--- src/rtl/alu_pkg.sv ---
// Shared definitions for the ALU stage: opcodes, flag bit positions and
// the multiplier FSM state encoding.
package alu_pkg;

  localparam logic [3:0] FS_A    = 4'h0;
  localparam logic [3:0] FS_B    = 4'h1;
  localparam logic [3:0] FS_NOTA = 4'h2;
  localparam logic [3:0] FS_NOTB = 4'h3;
  localparam logic [3:0] FS_ADD  = 4'h4;
  localparam logic [3:0] FS_ADC  = 4'h5;
  localparam logic [3:0] FS_SUB  = 4'h6;
  localparam logic [3:0] FS_AND  = 4'h7;
  localparam logic [3:0] FS_OR   = 4'h8;
  localparam logic [3:0] FS_XOR  = 4'h9;
  localparam logic [3:0] FS_NAND = 4'hA;
  localparam logic [3:0] FS_LSL  = 4'hB;
  localparam logic [3:0] FS_LSR  = 4'hC;
  localparam logic [3:0] FS_ASR  = 4'hD;
  localparam logic [3:0] FS_CSL  = 4'hE;
  localparam logic [3:0] FS_MUL  = 4'hF;

  localparam int FLAG_Z = 3;
  localparam int FLAG_C = 2;
  localparam int FLAG_N = 1;
  localparam int FLAG_O = 0;

  typedef enum logic [1:0] {
    ST_IDLE = 2'd0,
    ST_RUN  = 2'd1,
    ST_DONE = 2'd2
  } mul_state_e;

endpackage

--- src/rtl/alu_multiplier.sv ---
// Unsigned shift-add multiplier, one partial product per clock, with a
// start/busy/done handshake and a registered product.
module alu_multiplier
  import alu_pkg::*;
#(
  parameter int WIDTH      = 16,
  parameter int MUL_CYCLES = 16
) (
  input  logic               clk,
  input  logic               rst,
  input  logic [WIDTH-1:0]   a,
  input  logic [WIDTH-1:0]   b,
  input  logic               start,
  input  logic               wf_in,
  output logic               busy,
  output logic               done,
  output logic               finish,
  output logic [2*WIDTH-1:0] final_product,
  output logic [2*WIDTH-1:0] product,
  output logic               wf_mul
);

  localparam int CNT_W = $clog2(MUL_CYCLES);

  mul_state_e         state_reg, state_next;
  logic [CNT_W-1:0]   count_reg;
  logic [2*WIDTH-1:0] mcand_reg;
  logic [WIDTH-1:0]   mplier_reg;
  logic [2*WIDTH-1:0] acc_reg;
  logic [2*WIDTH-1:0] product_reg;
  logic               wf_mul_reg;

  logic               accept;
  logic               last;
  logic [2*WIDTH-1:0] acc_step;

  // Start is dropped while a multiply is in flight.
  assign accept   = start && (state_reg != ST_RUN);
  assign last     = (state_reg == ST_RUN) && (count_reg == CNT_W'(MUL_CYCLES - 1));
  assign acc_step = acc_reg + (mplier_reg[0] ? mcand_reg : '0);

  always_comb begin
    state_next = state_reg;
    case (state_reg)
      ST_IDLE: if (accept) state_next = ST_RUN;
      ST_RUN:  if (last) state_next = ST_DONE;
      ST_DONE: state_next = accept ? ST_RUN : ST_IDLE;
      default: state_next = ST_IDLE;
    endcase
  end

  always_ff @(posedge clk or posedge rst) begin
    if (rst) begin
      state_reg   <= ST_IDLE;
      count_reg   <= '0;
      mcand_reg   <= '0;
      mplier_reg  <= '0;
      acc_reg     <= '0;
      product_reg <= '0;
      wf_mul_reg  <= 1'b0;
    end else begin
      state_reg <= state_next;
      if (accept) begin
        mcand_reg  <= {{WIDTH{1'b0}}, a};
        mplier_reg <= b;
        acc_reg    <= '0;
        count_reg  <= '0;
        wf_mul_reg <= wf_in;
      end else if (state_reg == ST_RUN) begin
        acc_reg    <= acc_step;
        mcand_reg  <= mcand_reg << 1;
        mplier_reg <= mplier_reg >> 1;
        count_reg  <= count_reg + 1'b1;
        if (last) product_reg <= acc_step;
      end
    end
  end

  assign busy          = (state_reg == ST_RUN);
  assign done          = (state_reg == ST_DONE);
  assign finish        = last;
  assign final_product = acc_step;
  assign product       = product_reg;
  assign wf_mul        = wf_mul_reg;

endmodule

--- src/rtl/alu_unit.sv ---
// ALU stage: combinational operation mux, Z/C/N/O flags register and the
// multi-cycle multiplier.
module alu_unit
  import alu_pkg::*;
#(
  parameter int WIDTH      = 16,
  parameter int MUL_CYCLES = 16
) (
  input  logic             Clock,
  input  logic             Reset,
  input  logic [WIDTH-1:0] A,
  input  logic [WIDTH-1:0] B,
  input  logic [3:0]       FunSel,
  input  logic             WF,
  input  logic             Start,
  output logic [WIDTH-1:0] ALUOut,
  output logic [WIDTH-1:0] MulHi,
  output logic [3:0]       FlagsOut,
  output logic             Busy,
  output logic             Done
);

  logic [3:0]         flags_reg, flags_next;
  logic [WIDTH-1:0]   result;
  logic [WIDTH:0]     sum;
  logic               c_new, o_new;
  logic               mul_finish, mul_wf;
  logic [2*WIDTH-1:0] mul_final, mul_product;

  alu_multiplier #(
    .WIDTH      (WIDTH),
    .MUL_CYCLES (MUL_CYCLES)
  ) u_mul (
    .clk           (Clock),
    .rst           (Reset),
    .a             (A),
    .b             (B),
    .start         (Start && (FunSel == FS_MUL)),
    .wf_in         (WF),
    .busy          (Busy),
    .done          (Done),
    .finish        (mul_finish),
    .final_product (mul_final),
    .product       (mul_product),
    .wf_mul        (mul_wf)
  );

  // C and O default to holding; only ops that define them override.
  always_comb begin
    result = '0;
    sum    = '0;
    c_new  = flags_reg[FLAG_C];
    o_new  = flags_reg[FLAG_O];
    case (FunSel)
      FS_A:    result = A;
      FS_B:    result = B;
      FS_NOTA: result = ~A;
      FS_NOTB: result = ~B;
      FS_ADD, FS_ADC: begin
        sum    = {1'b0, A} + {1'b0, B} + {{WIDTH{1'b0}}, (FunSel == FS_ADC) && flags_reg[FLAG_C]};
        result = sum[WIDTH-1:0];
        c_new  = sum[WIDTH];
        o_new  = (A[WIDTH-1] == B[WIDTH-1]) && (sum[WIDTH-1] != A[WIDTH-1]);
      end
      FS_SUB: begin
        sum    = {1'b0, A} + {1'b0, ~B} + {{WIDTH{1'b0}}, 1'b1};
        result = sum[WIDTH-1:0];
        c_new  = sum[WIDTH];
        o_new  = (A[WIDTH-1] != B[WIDTH-1]) && (sum[WIDTH-1] != A[WIDTH-1]);
      end
      FS_AND:  result = A & B;
      FS_OR:   result = A | B;
      FS_XOR:  result = A ^ B;
      FS_NAND: result = ~(A & B);
      FS_LSL: begin
        result = {A[WIDTH-2:0], 1'b0};
        c_new  = A[WIDTH-1];
      end
      FS_LSR: begin
        result = {1'b0, A[WIDTH-1:1]};
        c_new  = A[0];
      end
      FS_ASR: begin
        result = {A[WIDTH-1], A[WIDTH-1:1]};
        c_new  = 1'b0;
      end
      FS_CSL: begin
        result = {A[WIDTH-2:0], flags_reg[FLAG_C]};
        c_new  = A[WIDTH-1];
      end
      default: result = '0;
    endcase
  end

  // The multiplier owns the flags while running and at its completion edge.
  always_comb begin
    flags_next = flags_reg;
    if (mul_finish) begin
      if (mul_wf) begin
        flags_next[FLAG_Z] = (mul_final == '0);
        flags_next[FLAG_C] = |mul_final[2*WIDTH-1:WIDTH];
        flags_next[FLAG_N] = mul_final[WIDTH-1];
        flags_next[FLAG_O] = 1'b0;
      end
    end else if (WF && !Busy && (FunSel != FS_MUL)) begin
      flags_next[FLAG_Z] = (result == '0);
      flags_next[FLAG_C] = c_new;
      flags_next[FLAG_N] = result[WIDTH-1];
      flags_next[FLAG_O] = o_new;
    end
  end

  always_ff @(posedge Clock or posedge Reset) begin
    if (Reset) flags_reg <= '0;
    else       flags_reg <= flags_next;
  end

  assign ALUOut   = (FunSel == FS_MUL) ? mul_product[WIDTH-1:0] : result;
  assign MulHi    = mul_product[2*WIDTH-1:WIDTH];
  assign FlagsOut = flags_reg;

endmodule

--- config.mk ---
export PLATFORM = sky130hd
export DESIGN_NAME = alu_unit
export DESIGN_NICKNAME = d
export VERILOG_FILES = /design/src/rtl/alu_pkg.sv /design/src/rtl/alu_multiplier.sv /design/src/rtl/alu_unit.sv
export SDC_FILE = /design/constraint.sdc
export NUM_CORES = 1
export LEC_CHECK = 0
export CAP_MARGIN = 20
export CORE_MARGIN = 5
export CORE_UTILIZATION = 58
export CTS_BUF_LIST = sky130_fd_sc_hd__clkbuf_2 sky130_fd_sc_hd__clkbuf_4 sky130_fd_sc_hd__clkbuf_8
export CTS_CLUSTER_SIZE = 10
export DETAILED_ROUTE_END_ITERATION = 10
export PLACE_DENSITY = 0.79
export SYNTH_ARGS = -nofsm -noshare
export SYNTH_HDL_FRONTEND = slang
export SYNTH_SLANG_ARGS = --single-unit
--- constraint.sdc ---
create_clock -name Clock -period 6.8 [get_ports Clock]
set_input_delay 1.36 -clock Clock [delete_from_list [all_inputs] [get_ports Clock]]
set_output_delay 1.36 -clock Clock [all_outputs]
set_load 0.005 [all_outputs]
# Word-level counts from Yosys, hierarchy flattened

Index checks and enable logic that the tools add are counted.

Register bits: 123
Input port bits: 40
Output and inout port bits: 38
Logic and storage cells: 95

Add/subtract/negate cells: 6
Equal/unequal tests: 27
Mux-type cells: 20
Bitwise operators: 7
Reduce and logical (&&, ||, !) cells: 25

Operators by type and width:

| cell                                                                     | number |
|---|---|
| 16-bit case mux with 14 select lines                                     | 1 |
| 32-bit two-way mux                                                       | 5 |
| 16-bit two-way mux                                                       | 3 |
| 16-bit inverter                                                          | 3 |
| 4-bit equality test (second input constant)                              | 9 |
| 16-bit by 16-bit adder with 17-bit output                                | 2 |
| 32-bit adder                                                             | 1 |
| 32-bit zero test                                                         | 1 |
| 4-bit two-way mux                                                        | 5 |
| 17-bit by 1-bit adder with 17-bit output                                 | 1 |
| 17-bit by 1-bit adder with 17-bit output (second input constant)         | 1 |
| 16-bit AND                                                               | 1 |
| 4-bit by 3-bit equality test with 1-bit output (second input constant)   | 4 |
| 16-bit zero test                                                         | 1 |
| 16-bit bitwise OR                                                        | 1 |
| 16-bit OR reduction                                                      | 1 |
| 16-bit bitwise XOR                                                       | 1 |
| 3-bit AND reduction                                                      | 3 |
| 4-bit by 2-bit equality test with 1-bit output (second input constant)   | 2 |
| 1-bit logical AND                                                        | 8 |
| 2-bit by 1-bit inequality test with 1-bit output (second input constant) | 4 |
| 2-bit case mux with 3 select lines                                       | 1 |
| 6-bit nonzero test                                                       | 1 |
| 1-bit case mux with 5 select lines                                       | 1 |
| 18 further kinds                                                         | 24 |

# Longest topological paths before layout

Gate-level depths: netlist (run 1).

Word-level depth: 8
Mapped depth: 18
Mapped depth without buffers: 15

# Modules after synthesis

A second synthesis (run 1) with hierarchy kept.

Cell total of the unflattened synthesis: 1417
Area total of the unflattened synthesis: 11243.3 µm²

Modules (own cells, without submodules):

| module         | times used | cells each | area each (µm²) | seq. area each (µm²) |
|---|---|---|---|---|
| alu_multiplier | 1          | 790        | 6995.5          | 2977.9 |
| alu_unit       | 1          | 627        | 4247.8          | 100.1 |

# Worst setup path before layout (run 1)

No wires, ideal clock.

Path kind: input-to-output
From: input FunSel[2]
To: output ALUOut[14]
Arrival: 4407 ps
Data required time: 5440 ps
Setup slack: 1033 ps
Stages: 15
Path buffers: 3
Cell sequence: buf_2 clkbuf_1 nor3b_1 clkbuf_1 nand3_1 fa_1 inv_1 fa_1 a21o_1 a211oi_1 a211oi_1 o21ai_1 a311oi_1 nor2_1 nand4b_1

Longest elaborated chain between the ends: 5
Elaborated cells between the ends (all ways): 21
Those cells by class: add/sub (1); eq/ne (15); mux (2); reduce/logical (3)

Ends and longest elaborated chain:

| item                                           | RTL line        | source |
|---|---|---|
| start: declaration                             | alu_unit.sv:13  | `input logic [3:0] FunSel,` |
| 4-bit by 3-bit equality test with 1-bit output | -               |  |
| 1-bit logical AND                              | alu_unit.sv:60  | `sum = {1'b0, A} + {1'b0, B} + {{WIDTH{1'b0}}, (FunSel == FS_ADC) && flags_reg[FLAG_C]};` |
| 17-bit by 1-bit adder with 17-bit output       | alu_unit.sv:60  |  |
| 16-bit case mux with 14 select lines           | alu_unit.sv:54  | `case (FunSel)` |
| 16-bit two-way mux (*)                         | alu_unit.sv:118 | `assign ALUOut = (FunSel == FS_MUL) ? mul_product[WIDTH-1:0] : result;` |
| end: declaration                               | alu_unit.sv:16  | `output logic [WIDTH-1:0] ALUOut,` |

Every way passes the cells marked *; elsewhere a longest branch is shown, timed or not.

# Worst setup path in the final report (run 1)

From: input A[0]
To: output ALUOut[14]

Longest elaborated chain between the ends: 4
Elaborated cells between the ends (all ways): 6
Those cells by class: add/sub (4); mux (2)

Ends and longest elaborated chain:

| item                                                         | RTL line                       | source |
|---|---|---|
| start: declaration                                           | alu_unit.sv:11                 | `input logic [WIDTH-1:0] A,` |
| 16-bit by 16-bit adder with 17-bit output (on tied branches) | alu_unit.sv:66, alu_unit.sv:60 |  |
| 17-bit by 1-bit adder with 17-bit output (on tied branches)  | alu_unit.sv:66, alu_unit.sv:60 |  |
| 16-bit case mux with 14 select lines (*)                     | alu_unit.sv:54                 |  |
| 16-bit two-way mux (*)                                       | alu_unit.sv:118                |  |

Marked as above.

==> summary.txt, run 1 <==
initial antenna violation count = 0
Worst setup SP type = input pin
io pins = 78
Tmin final = 6.50 ns
filler cell count = 1,709
setup TNS = 0 ns
Crit path arrival time = 5.14 ns
pin count of the biggest net entering global routing = 87
WL final = 37,400 um
GRT Util Overall = 33.1%
Yosys warning count = 0
crit-path leading delay family = compound AO/OA/AOI/OAI gates
DRT iter0 DRCs = 1,366
Num Clock Sinks = 123
die height = 149 um
Synth Instances = 1,456
CP Cell Sequence = clkdlybuf4s50_1, inv_1, ha_1, fa_1, or2_0, a221oi_1, o211ai_1, a211o_1, a211o_1, a211o_1, nand4b_1, clkdlybuf4s50_1
final instance area = 12,400 um2
EDFF count, synth = 0
flip-flop and latch area = 3080 um2
Antenna Violating Nets Remaining = 0
Finished Layout Cells = 1,732
post-synthesis instance area = 11,200 um2
CP peak stage delay = 0.57 ns
clk_lat worst skew = 0.44 ns
die area = 22,100 um2
CTS H-tree lvls = 4
Area after DPL = 11,900 um2
pwr/cell area = 403 nW/um2
worst ir drop on vdd = 0.000457 V
Clock transition at path regs = 0.07 ns
Routability Congestion = 1.03
Max Slew Vio Count = 0
actual slew at the worst max-slew pin = 1.18 ns
Rel. slew slack = 21.1%
FF+latch count, synth = 123
worst-case clock skew = 0.0103 ns
Worst path most repeated cell = a211o_1
Die Wd = 149 um
post-placement setup slack = 0.364 ns
asr flop ratio synth = 100%
syn avg cell area = 7.67 um2
period utilisation layout = 95.6%
sequential fraction of the synthesis area = 27.6%
Worst EP required = 5.44 ns
leakage = 5.48 nW
Buf+Inv Stages, Crit Path = 3
Max-cap violations = 0
diodes inserted = 0
DR vias = 11,322
root buf cell = clkbuf_8
DP Cell Count = 1,702
P&R area growth vs syn = 10.6%
CTS max path bufs = 2
WHS = 0.476 ns
setup ws final = 0.302 ns
Starting Density = 59.3%
CP endpoint kind = primary output
buffers added on ports = 77
CTS tree = built
worst min path class = flop to flop
CTS Buf Count = 17
R2R Setup Slk = 2.26 ns
final setup fails = 0
slowest stage cell, crit path = clkdlybuf4s50_1
DR WL/cell = 21.6 um
Hold Buf Count CTS = 0
Post-CTS Resized = 0
Yosys cell types = 95
number of detailed-route iterations in the first pass = 7
top_reg_cell synth = dfrtp_1
final hold viol count = 0
Multi-input gate area = 7330 um2
Rows = 50
HPWL after DPL = 27,000 um
GRT Residual Overflow = 0
power consumption = 4.97 mW
share of cells above drive strength 1 = 7.20%
postcts setup bufs = 0
Finished Core Util = 65.6%
largest fanout on the critical path = 6
Net count, final = 1,585
FMAX = 154 MHz
Core Box Area = 18,800 um2
first-pass GRT wire length = 58,000 um
outcome = complete, no violations
syn_nets = 1,580
# DRC = 0
critical path class = input pin to primary output
via count of the first global-routing pass = 10,475
RSZ-0062 raised after global routing = false
vias per cell = 6.54
-- worst register-to-register path: stages, from the launching register on --
cell,delay [ns]
dfrtp_1,0.60
nand3_1,0.35
fa_1,0.48
inv_1,0.09
fa_1,0.40
mux2_1,0.29
a32oi_1,0.15
o2bb2ai_1,0.09
a211oi_1,0.47
or4b_1,0.50
nor4_1,0.20
nand2_1,0.20
nor4_1,0.45
a21oi_1,0.12
o21ai_1,0.08
-- metal layers --
metal  track usage (%)  vias to the layer above  wire, um
met5                 0                        -         0
met4              11.7                        0      1160
met3              9.09                       86      4320
met2              46.6                      578     15700
met1              48.8                     5426     16200
li1                  -                     5232         -
-- cell usage after synthesis (all sizes together) (5+ instances only) --
| master | n | area (um2) |
|---|---|---|
| clkbuf | 77 | 289 |
| a21o | 31 | 240 |
| nand2 | 239 | 897 |
| nand2b | 17 | 106 |
| o32ai | 5 | 43.8 |
| a221o | 7 | 70.1 |
| nor4 | 13 | 81.3 |
| nand4 | 10 | 62.6 |
| ha | 80 | 1000 |
| o31ai | 7 | 57.6 |
| xor2 | 17 | 149 |
| inv | 64 | 240 |
| o22ai | 12 | 75.1 |
| nor2 | 92 | 348 |
| nand3b | 6 | 45.0 |
| a211o | 7 | 62.6 |
| o21bai | 7 | 63.8 |
| mux2 | 5 | 56.3 |
| or2 | 10 | 62.6 |
| buf | 42 | 243 |
| dfrtp | 123 | 3080 |
| nand3 | 44 | 220 |
| nor3 | 20 | 100 |
| a2111oi | 6 | 78.8 |
| o21ai | 126 | 634 |
| a22o | 6 | 52.6 |
| and2 | 41 | 257 |
| a21oi | 88 | 455 |
| xnor2 | 17 | 149 |
| mux2i | 12 | 120 |
| a211oi | 12 | 90.1 |
| a221oi | 12 | 111 |
| o211ai | 10 | 75.1 |
| o221ai | 6 | 52.6 |
| a22oi | 14 | 105 |
| o311a | 5 | 50.1 |
| o21a | 7 | 52.6 |
| nor2b | 12 | 75.1 |
| a31oi | 45 | 282 |
| or3 | 11 | 75.1 |
| and3 | 17 | 118 |
-- final cells by class --
class | count | area share [%]
clock buffers | 22 | 2.35
repair buffers | 105 | 7.82
inverters | 64 | 1.96
flip-flops and latches | 123 | 24.9
well taps | 260 | 2.63
clock inverters | 8 | 0.952
multi-input cells | 1150 | 59.4
-- power by group --
group | switching, mW | total [mW] | internal, mW
combinational | 1.86 | 3.04 | 1.18
sequential | 0.212 | 1.25 | 1.03
clock | 0.293 | 0.687 | 0.393
total | 2.36 | 4.97 | 2.61
-- final timing paths --
kind,startpoint,end,cells past startpoint
hold reg to reg,u_mul.product[30],u_mul.product[30],2
max in group asynchronous,Reset,u_mul.product[2],3
hold / removal,u_mul.product[30],u_mul.product[30],2
min in group asynchronous,Reset,FlagsOut[0],2
setup / recovery,A[0],ALUOut[14],12
setup reg to reg,FlagsOut[2],FlagsOut[3],14
-- cells by family (layout without fill, tap and decap cells) --
| kind of cell | Yosys count | in the layout | share of synthesized area (%) |
|---|---|---|---|
| buffers and inverters | 183 | 199 | 6.91 |
| adders and majority gates | 84 | 84 | 9.68 |
| xor gates and xnor gates | 34 | 34 | 2.67 |
| muxes | 17 | 17 | 1.58 |
| AOI/OAI and AO/OA | 456 | 456 | 27.5 |
| DFF | 123 | 123 | 27.6 |
| and+or+nand+nor | 559 | 559 | 24.1 |
-- layout by cell type, fill, tap and decap left out, drive strengths merged, types with 13 or more instances in the layout --
cell type	instances
a31oi	45
nand2b	17
buf	31
inv	64
and3	17
xor2	17
nand3	44
and2	41
nor2	92
a21oi	88
clkbuf	22
nor3	20
a22oi	14
ha	80
nand2	239
o21ai	126
xnor2	17
a21o	31
dfrtp	123
nor4	13
clkdlybuf4s50	74
(Power assumes the default switching activity.)
==> inputs of run 2 (changes only) <==
--- a/config.mk
+++ b/config.mk
@@ -5,13 +5,15 @@
 export SDC_FILE = /design/constraint.sdc
 export NUM_CORES = 1
 export LEC_CHECK = 0
+export ABC_AREA = 1
 export CAP_MARGIN = 20
 export CORE_MARGIN = 5
 export CORE_UTILIZATION = 58
 export CTS_BUF_LIST = sky130_fd_sc_hd__clkbuf_2 sky130_fd_sc_hd__clkbuf_4 sky130_fd_sc_hd__clkbuf_8
 export CTS_CLUSTER_SIZE = 10
 export DETAILED_ROUTE_END_ITERATION = 10
-export PLACE_DENSITY = 0.79
+export PLACE_DENSITY = 0.78
+export SETUP_SLACK_MARGIN = 0.15
 export SYNTH_ARGS = -nofsm -noshare
 export SYNTH_HDL_FRONTEND = slang
 export SYNTH_SLANG_ARGS = --single-unit
==> summary.txt, run 2 <==
actual slew at the worst max-slew pin = 1.10 ns (-0.0754 ns)
commonest cells after routing, fill and taps aside = nand2_1, inv_1, nor2_1
top_reg_cell synth = dfrtp_1
WL final = 41,600 um (+11%)
RSZ-0062 raised after global routing = false
Max Slew Vio Count = 0 (unchanged)
die height = 153 um (+2.5%)
via count of the first global-routing pass = 12,393 (+18%)
Post-CTS Resized = 0 (unchanged)
root buf cell = clkbuf_8
Yosys cell types = 42 (-56%)
GRT Residual Overflow = 0 (unchanged)
Synth area leaders = dfrtp_1, nand2_1, inv_1
GRT Util Overall = 35.1% (+2.0 points)
FF+latch count, synth = 123 (unchanged)
largest fanout on the critical path = 4 (-2)
CTS tree = built
Yosys warning count = 0 (unchanged)
DR vias = 12,908 (+14%)
Net count, final = 2,126 (+34%)
post-synthesis instance area = 11,800 um2 (+5.5%)
most common cell after layout, fill and taps aside = nand2_1
dominant cell type by area after synthesis = dfrtp_1
period utilisation layout = 90.3% (-5.2 points)
CTS Buf Count = 17 (unchanged)
critical path class = input pin to primary output
power consumption = 3.39 mW (-32%)
outcome = complete, no violations
initial antenna violation count = 0 (unchanged)
Crit path arrival time = 4.78 ns (-0.36 ns)
P&R area growth vs syn = 11.3%
vias per cell = 5.65 (-14%)
CTS max path bufs = 2 (unchanged)
CP Launch Point = FunSel[3]
filler cell count = 1,928 (+13%)
number of detailed-route iterations in the first pass = 6 (-1)
Die Wd = 153 um (+2.5%)
EDFF count, synth = 0 (unchanged)
Rel. slew slack = 26.1% (+5.0 points)
Hold Buf Count CTS = 0 (unchanged)
Worst EP required = 5.44 ns (about the same)
sequential fraction of the synthesis area = 26.1% (-1.4 points)
pwr/cell area = 258 nW/um2 (-36%)
pin count of the biggest net entering global routing = 78 (-10%)
Yosys top cell area share = 26.1% (-1.4 points)
Core Box Area = 20,100 um2 (+6.8%)
io pins = 78 (unchanged)
most numerous cell in the Yosys netlist = nand2_1
postcts setup bufs = 0 (unchanged)
HPWL after DPL = 32,500 um (+20%)
Tmin final = 6.14 ns (-0.356 ns)
Worst setup SP type = input pin
Max-cap violations = 0 (unchanged)
buffers added on ports = 77 (unchanged)
Worst Hold Launch = u_mul.product[26]
worst r2r src = u_mul.mplier_reg[0]
first-pass GRT wire length = 65,300 um (+13%)
leakage = 7.32 nW (+34%)
DRT iter0 DRCs = 1,180 (-14%)
final setup fails = 0 (unchanged)
Num Clock Sinks = 123 (unchanged)
syn avg cell area = 6.01 um2 (-22%)
worst min path class = flop to flop
Rows = 52 (+4.0%)
final hold viol count = 0 (unchanged)
share of cells above drive strength 1 = 3.37% (-3.8 points)
CP endpoint kind = primary output
clk_lat worst skew = 0.46 ns (+0.02 ns)
DR WL/cell = 18.2 um (-16%)
setup TNS = 0 ns (unchanged)
CTS H-tree lvls = 4 (unchanged)
worst-case clock skew = 0.0215 ns (+0.0112 ns)
worst ir drop on vdd = 0.000179 V (-61%)
Routability Congestion = 1.04 (+0.82%)
die area = 23,300 um2 (+5.1%)
FMAX = 163 MHz (+5.8%)
# DRC = 0 (unchanged)
Synth Instances = 1,959 (+35%)
Clock transition at path regs = 0.08 ns (about the same)
Starting Density = 58.6% (-0.71 points)
Antenna Violating Nets Remaining = 0 (unchanged)
synth cell count leaders = nand2_1, inv_1, nor2_1
asr flop ratio synth = 100% (unchanged)
diodes inserted = 0 (unchanged)
syn_nets = 2,083 (+32%)
run 2: cell count changes after synthesis, sizes merged, moves of 17 or more:
cell / change
nand3: +98
inv: +298
nand2b: -17
nand2: +467
a21o: -29
o221ai: +29
and3: -17
a31oi: -44
clkbuf: -50
and2: -32
o21ai: -35
a21oi: -42
nor2: +93
run 2: cell type report:
| cell class | instances | area, um2 | share of cell area [%] |
|---|---|---|---|
| Sequential cell | 123 | 3080 | 23.5 |
| Tap cell | 270 | 338 | 2.58 |
| Clock buffer | 20 | 263 | 2.00 |
| Clock inverter | 12 | 211 | 1.61 |
| Inverter | 365 | 1370 | 10.5 |
| Timing Repair Buffer | 95 | 906 | 6.91 |
| Multi-Input combinational cell | 1400 | 6940 | 52.9 |
run 2: critical path, cell delays in order:
cell and delay, ns:
clkdlybuf4s50_1 0.48, inv_1 0.13, nand2_1 0.14, inv_1 0.16, nand3_1 0.10, fa_1 0.37
inv_1 0.13, fa_1 0.30, nand2_1 0.10, nand3_1 0.19, nand2_1 0.12, nand2_1 0.09
nand2_1 0.08, nand3_1 0.09, nand2_1 0.05, nor2_1 0.25, nand2_1 0.16, clkdlybuf4s50_1 0.47
run 2: power breakdown:
part	internal [mW]	leakage (nW)	total (mW)	switching, mW
clock network	0.460	0.239	0.787	0.327
registers	0.969	1.56	1.11	0.144
logic	0.509	5.52	1.49	0.978
total	1.94	7.32	3.39	1.45
run 2: path summary, 6_finish.rpt:
check / endpoint / slack [ns] / cells after the start
max: ALUOut[14] / 0.66 / 18
min: u_mul.product[26] / 0.49 / 2
max reg2reg: FlagsOut[3] / 3.40 / 21
min reg2reg: u_mul.product[26] / 0.49 / 2
max in group asynchronous: u_mul.acc_reg[16] / 4.05 / 3
min in group asynchronous: u_mul.acc_reg[8] / 1.42 / 2
run 2: metal layers:
layer  GRT usage (%)  wire [um]  up-vias
met3            6.22       3880      131
met5               0          0        -
met2            57.8      19000      701
li1                -          -     6170
met1            45.0      16500     5906
met4            16.7       2180        0
run 2: kinds of logic (layout without fill, tap and decap cells):
group | Yosys count | count (layout) | synth area share, %
AOI/OAI and AO/OA | 221 | 221 | 11.4
buffers and inverters | 436 | 492 | 15.0
adders and majority gates | 84 | 84 | 9.18
xor gates and xnor gates | 11 | 11 | 0.818
DFF | 123 | 123 | 26.1
and+or+nand+nor | 1084 | 1084 | 37.4
run 2: per-stage QoR:
stage          hold WS (ns)  worst slack (ns)  cells  util, %  instance area [um2]
2_1_floorplan         0.450              2.17   1959        -                11800
3_3_place_gp          0.467             0.770   2253     62.8                12600
3_5_place_dp          0.473             0.758   2253     62.8                12600
4_1_cts               0.491             0.740   2285     65.2                13100
5_1_grt               0.500             0.516   2285     65.2                13100
6_report              0.488             0.657   2285     65.2                13100
==> inputs of run 3 (changes only) <==
--- a/config.mk
+++ b/config.mk
@@ -12,8 +12,9 @@
 export CTS_BUF_LIST = sky130_fd_sc_hd__clkbuf_2 sky130_fd_sc_hd__clkbuf_4 sky130_fd_sc_hd__clkbuf_8
 export CTS_CLUSTER_SIZE = 10
 export DETAILED_ROUTE_END_ITERATION = 10
-export PLACE_DENSITY = 0.78
+export PLACE_DENSITY = 0.77
 export SETUP_SLACK_MARGIN = 0.15
+export SLEW_MARGIN = 40
 export SYNTH_ARGS = -nofsm -noshare
 export SYNTH_HDL_FRONTEND = slang
 export SYNTH_SLANG_ARGS = --single-unit
==> summary.txt, run 3 (same netlist as run 2, synthesis figures left out) <==
outcome = complete, no violations
R2R Setup Slk = 3.28 ns (-0.12 ns)
# DRC = 0 (unchanged)
CP peak stage delay = 0.50 ns (+0.02 ns)
worst ir drop on vdd = 0.000193 V (+7.7%)
HPWL after DPL = 32,600 um (+0.54%)
Num Clock Sinks = 123 (unchanged)
vias per cell = 5.66 (+0.21%)
worst-case clock skew = 0.0205 ns (-0.000977 ns)
slowest stage cell, crit path = clkdlybuf4s50_1
clock share of power = 20.4% (-2.8 points)
commonest cells after routing, fill and taps aside = nand2_1, inv_1, nor2_1
Core Box Area = 20,100 um2 (unchanged)
Worst setup SP type = input pin
GRT Util Overall = 35.4% (+0.29 points)
DP Cell Count = 2,256 (+0.13%)
io pins = 78 (unchanged)
worst r2r src = u_mul.mplier_reg[0]
RSZ-0062 raised after global routing = false
Starting Density = 58.6% (unchanged)
most common cell after layout, fill and taps aside = nand2_1
Post-CTS Resized = 0 (unchanged)
CTS H-tree lvls = 4 (unchanged)
pin count of the biggest net entering global routing = 78 (unchanged)
Tmin final = 6.12 ns (-0.0229 ns)
Worst Hold Launch = u_mul.product[28]
filler cell count = 1,936 (+0.41%)
Hold Buf Count CTS = 0 (unchanged)
CTS max path bufs = 2 (unchanged)
Die Wd = 153 um (unchanged)
FMAX = 163 MHz (+0.37%)
WL final = 42,300 um (+1.8%)
setup ws final = 0.680 ns (+0.0229 ns)
Finished Core Util = 65.0% (-0.16 points)
Crit path arrival time = 4.76 ns (-0.02 ns)
post-placement setup slack = 0.776 ns (+0.0179 ns)
initial antenna violation count = 0 (unchanged)
Internal Power = 1.80 mW (-7.1%)
CTS Buf Count = 17 (unchanged)
path depth of the worst reg2reg path = 21 (unchanged)
postcts setup bufs = 0 (unchanged)
switch share = 45.1% (+2.3 points)
Routability Congestion = 1.05 (+1.4%)
CTS tree = built
DR vias = 12,952 (+0.34%)
final setup fails = 0 (unchanged)
root buf cell = clkbuf_8
die area = 23,300 um2 (unchanged)
Net count, final = 2,129 (+0.14%)
Multi-input gate area = 6950 um2 (+0.14%)
crit-path leading delay family = buffers and inverters
combinational share of power = 45.7% (+1.8 points)
switching power = 1.48 mW (+2.0%)
largest fanout on the critical path = 4 (unchanged)
flip-flop and latch area = 3080 um2 (unchanged)
Area after DPL = 12,700 um2 (+0.40%)
worst hold endpoint = u_mul.product[28]
Rel. slew slack = 43.1% (+17 points)
die height = 153 um (unchanged)
via count of the first global-routing pass = 12,274 (-0.96%)
Antenna Violating Nets Remaining = 0 (unchanged)
diodes inserted = 0 (unchanged)
hold depth = 2 (unchanged)
Worst EP required = 5.44 ns (about the same)
number of detailed-route iterations in the first pass = 7 (+1)
Buf+Inv Stages, Crit Path = 5 (unchanged)
actual slew at the worst max-slew pin = 0.850 ns (-0.254 ns)
period utilisation layout = 90.0% (-0.34 points)
clk_lat worst skew = 0.46 ns (about the same)
worst min path class = flop to flop
share of cells above drive strength 1 = 3.62% (+0.24 points)
DRT iter0 DRCs = 1,443 (+22%)
Max Slew Vio Count = 0 (unchanged)
CP endpoint kind = primary output
setup TNS = 0 ns (unchanged)
Clock transition at path regs = 0.07 ns (about the same)
Seq pwr share = 33.9% (+1.0 points)
final hold viol count = 0 (unchanged)
WHS = 0.487 ns (-0.000862 ns)
final instance area = 13,100 um2 (-0.24%)
Max-cap violations = 0 (unchanged)
worst reg2reg endpoint = FlagsOut[3]
critical path class = input pin to primary output
Worst path most repeated cell = nand2_1
P&R area growth vs syn = 11.0%
first-pass GRT wire length = 65,800 um (+0.69%)
leakage = 7.29 nW (-0.46%)
GRT Residual Overflow = 0 (unchanged)
CP Cell Sequence = clkdlybuf4s50_1, inv_1, nand2_1, inv_1, nand3_1, fa_1, inv_1, fa_1, nand3_1, nand2_1, nand2_1, nand2_1, nand2_1, nand3_1, nand2_1, nor2_1, o21ai_0, clkdlybuf4s50_1
DR WL/cell = 18.5 um (+1.6%)
pwr/cell area = 251 nW/um2 (-3.0%)
Finished Layout Cells = 2,288 (+0.13%)
power consumption = 3.28 mW (-3.2%)
Rows = 52 (unchanged)
buffers added on ports = 77 (unchanged)
[run 3: cell types whose count changed in the layout (fill, tap and decap cells not counted), moves of 2 or more]
cell,before,now
clkbuf_4,2,0
clkinv_4,5,1
buf_4,18,20
nor2_1,180,178
clkbuf_8,18,20
inv_6,2,4
bufinv_16,5,1
clkinv_2,0,2
clkinvlp_4,0,5
[run 3: metal layers]
metal	GRT usage [%]	wire length, um	up-vias
met2	58.7	19800	638
met1	45.6	17100	5996
met3	5.00	3220	131
met5	0	0	-
li1	-	-	6187
met4	17.3	2200	0
[run 3: cell type report]
type | instances | area share [%]
multi-input cells | 1400 | 53.1
repair buffers | 98 | 7.25
clock inverters | 12 | 0.861
clock buffers | 20 | 2.11
inverters | 365 | 10.5
flip-flops and latches | 123 | 23.5
well taps | 270 | 2.58
[run 3: power groups by stage]
stage | Clock, mW | Sequential, mW | Combinational, mW
after global routing | 0.707 | 1.13 | 1.64
final | 0.667 | 1.11 | 1.50
after CTS | 0.666 | 1.11 | 1.47
after global placement | 0 | 1.11 | 1.42
after floorplan | 0 | 1.07 | 0.994
after detailed placement | 0 | 1.12 | 1.46
[run 3: how the worst max path moves through the flow]
| stage | from | depth (start not counted) | endpoint | slack [ns] |
|---|---|---|---|---|
| 2_1_floorplan | Reset | 1 | FlagsOut[0] | 2.17 |
| 3_3_place_gp | A[9] | 14 | ALUOut[15] | 0.85 |
| 6_report | FunSel[3] | 18 | ALUOut[8] | 0.68 |
| 5_1_grt | FunSel[0] | 17 | ALUOut[8] | 0.51 |
| 3_5_place_dp | A[9] | 14 | ALUOut[15] | 0.78 |
| 4_1_cts | A[9] | 14 | ALUOut[15] | 0.77 |
[run 3: worst min-delay path: cells and delay by family (launching register included)]
family / cells / cell delay (ns)
AOI/OAI and AO/OA: 1 / 0.06
DFF: 1 / 0.35
and+or+nand+nor: 1 / 0.05
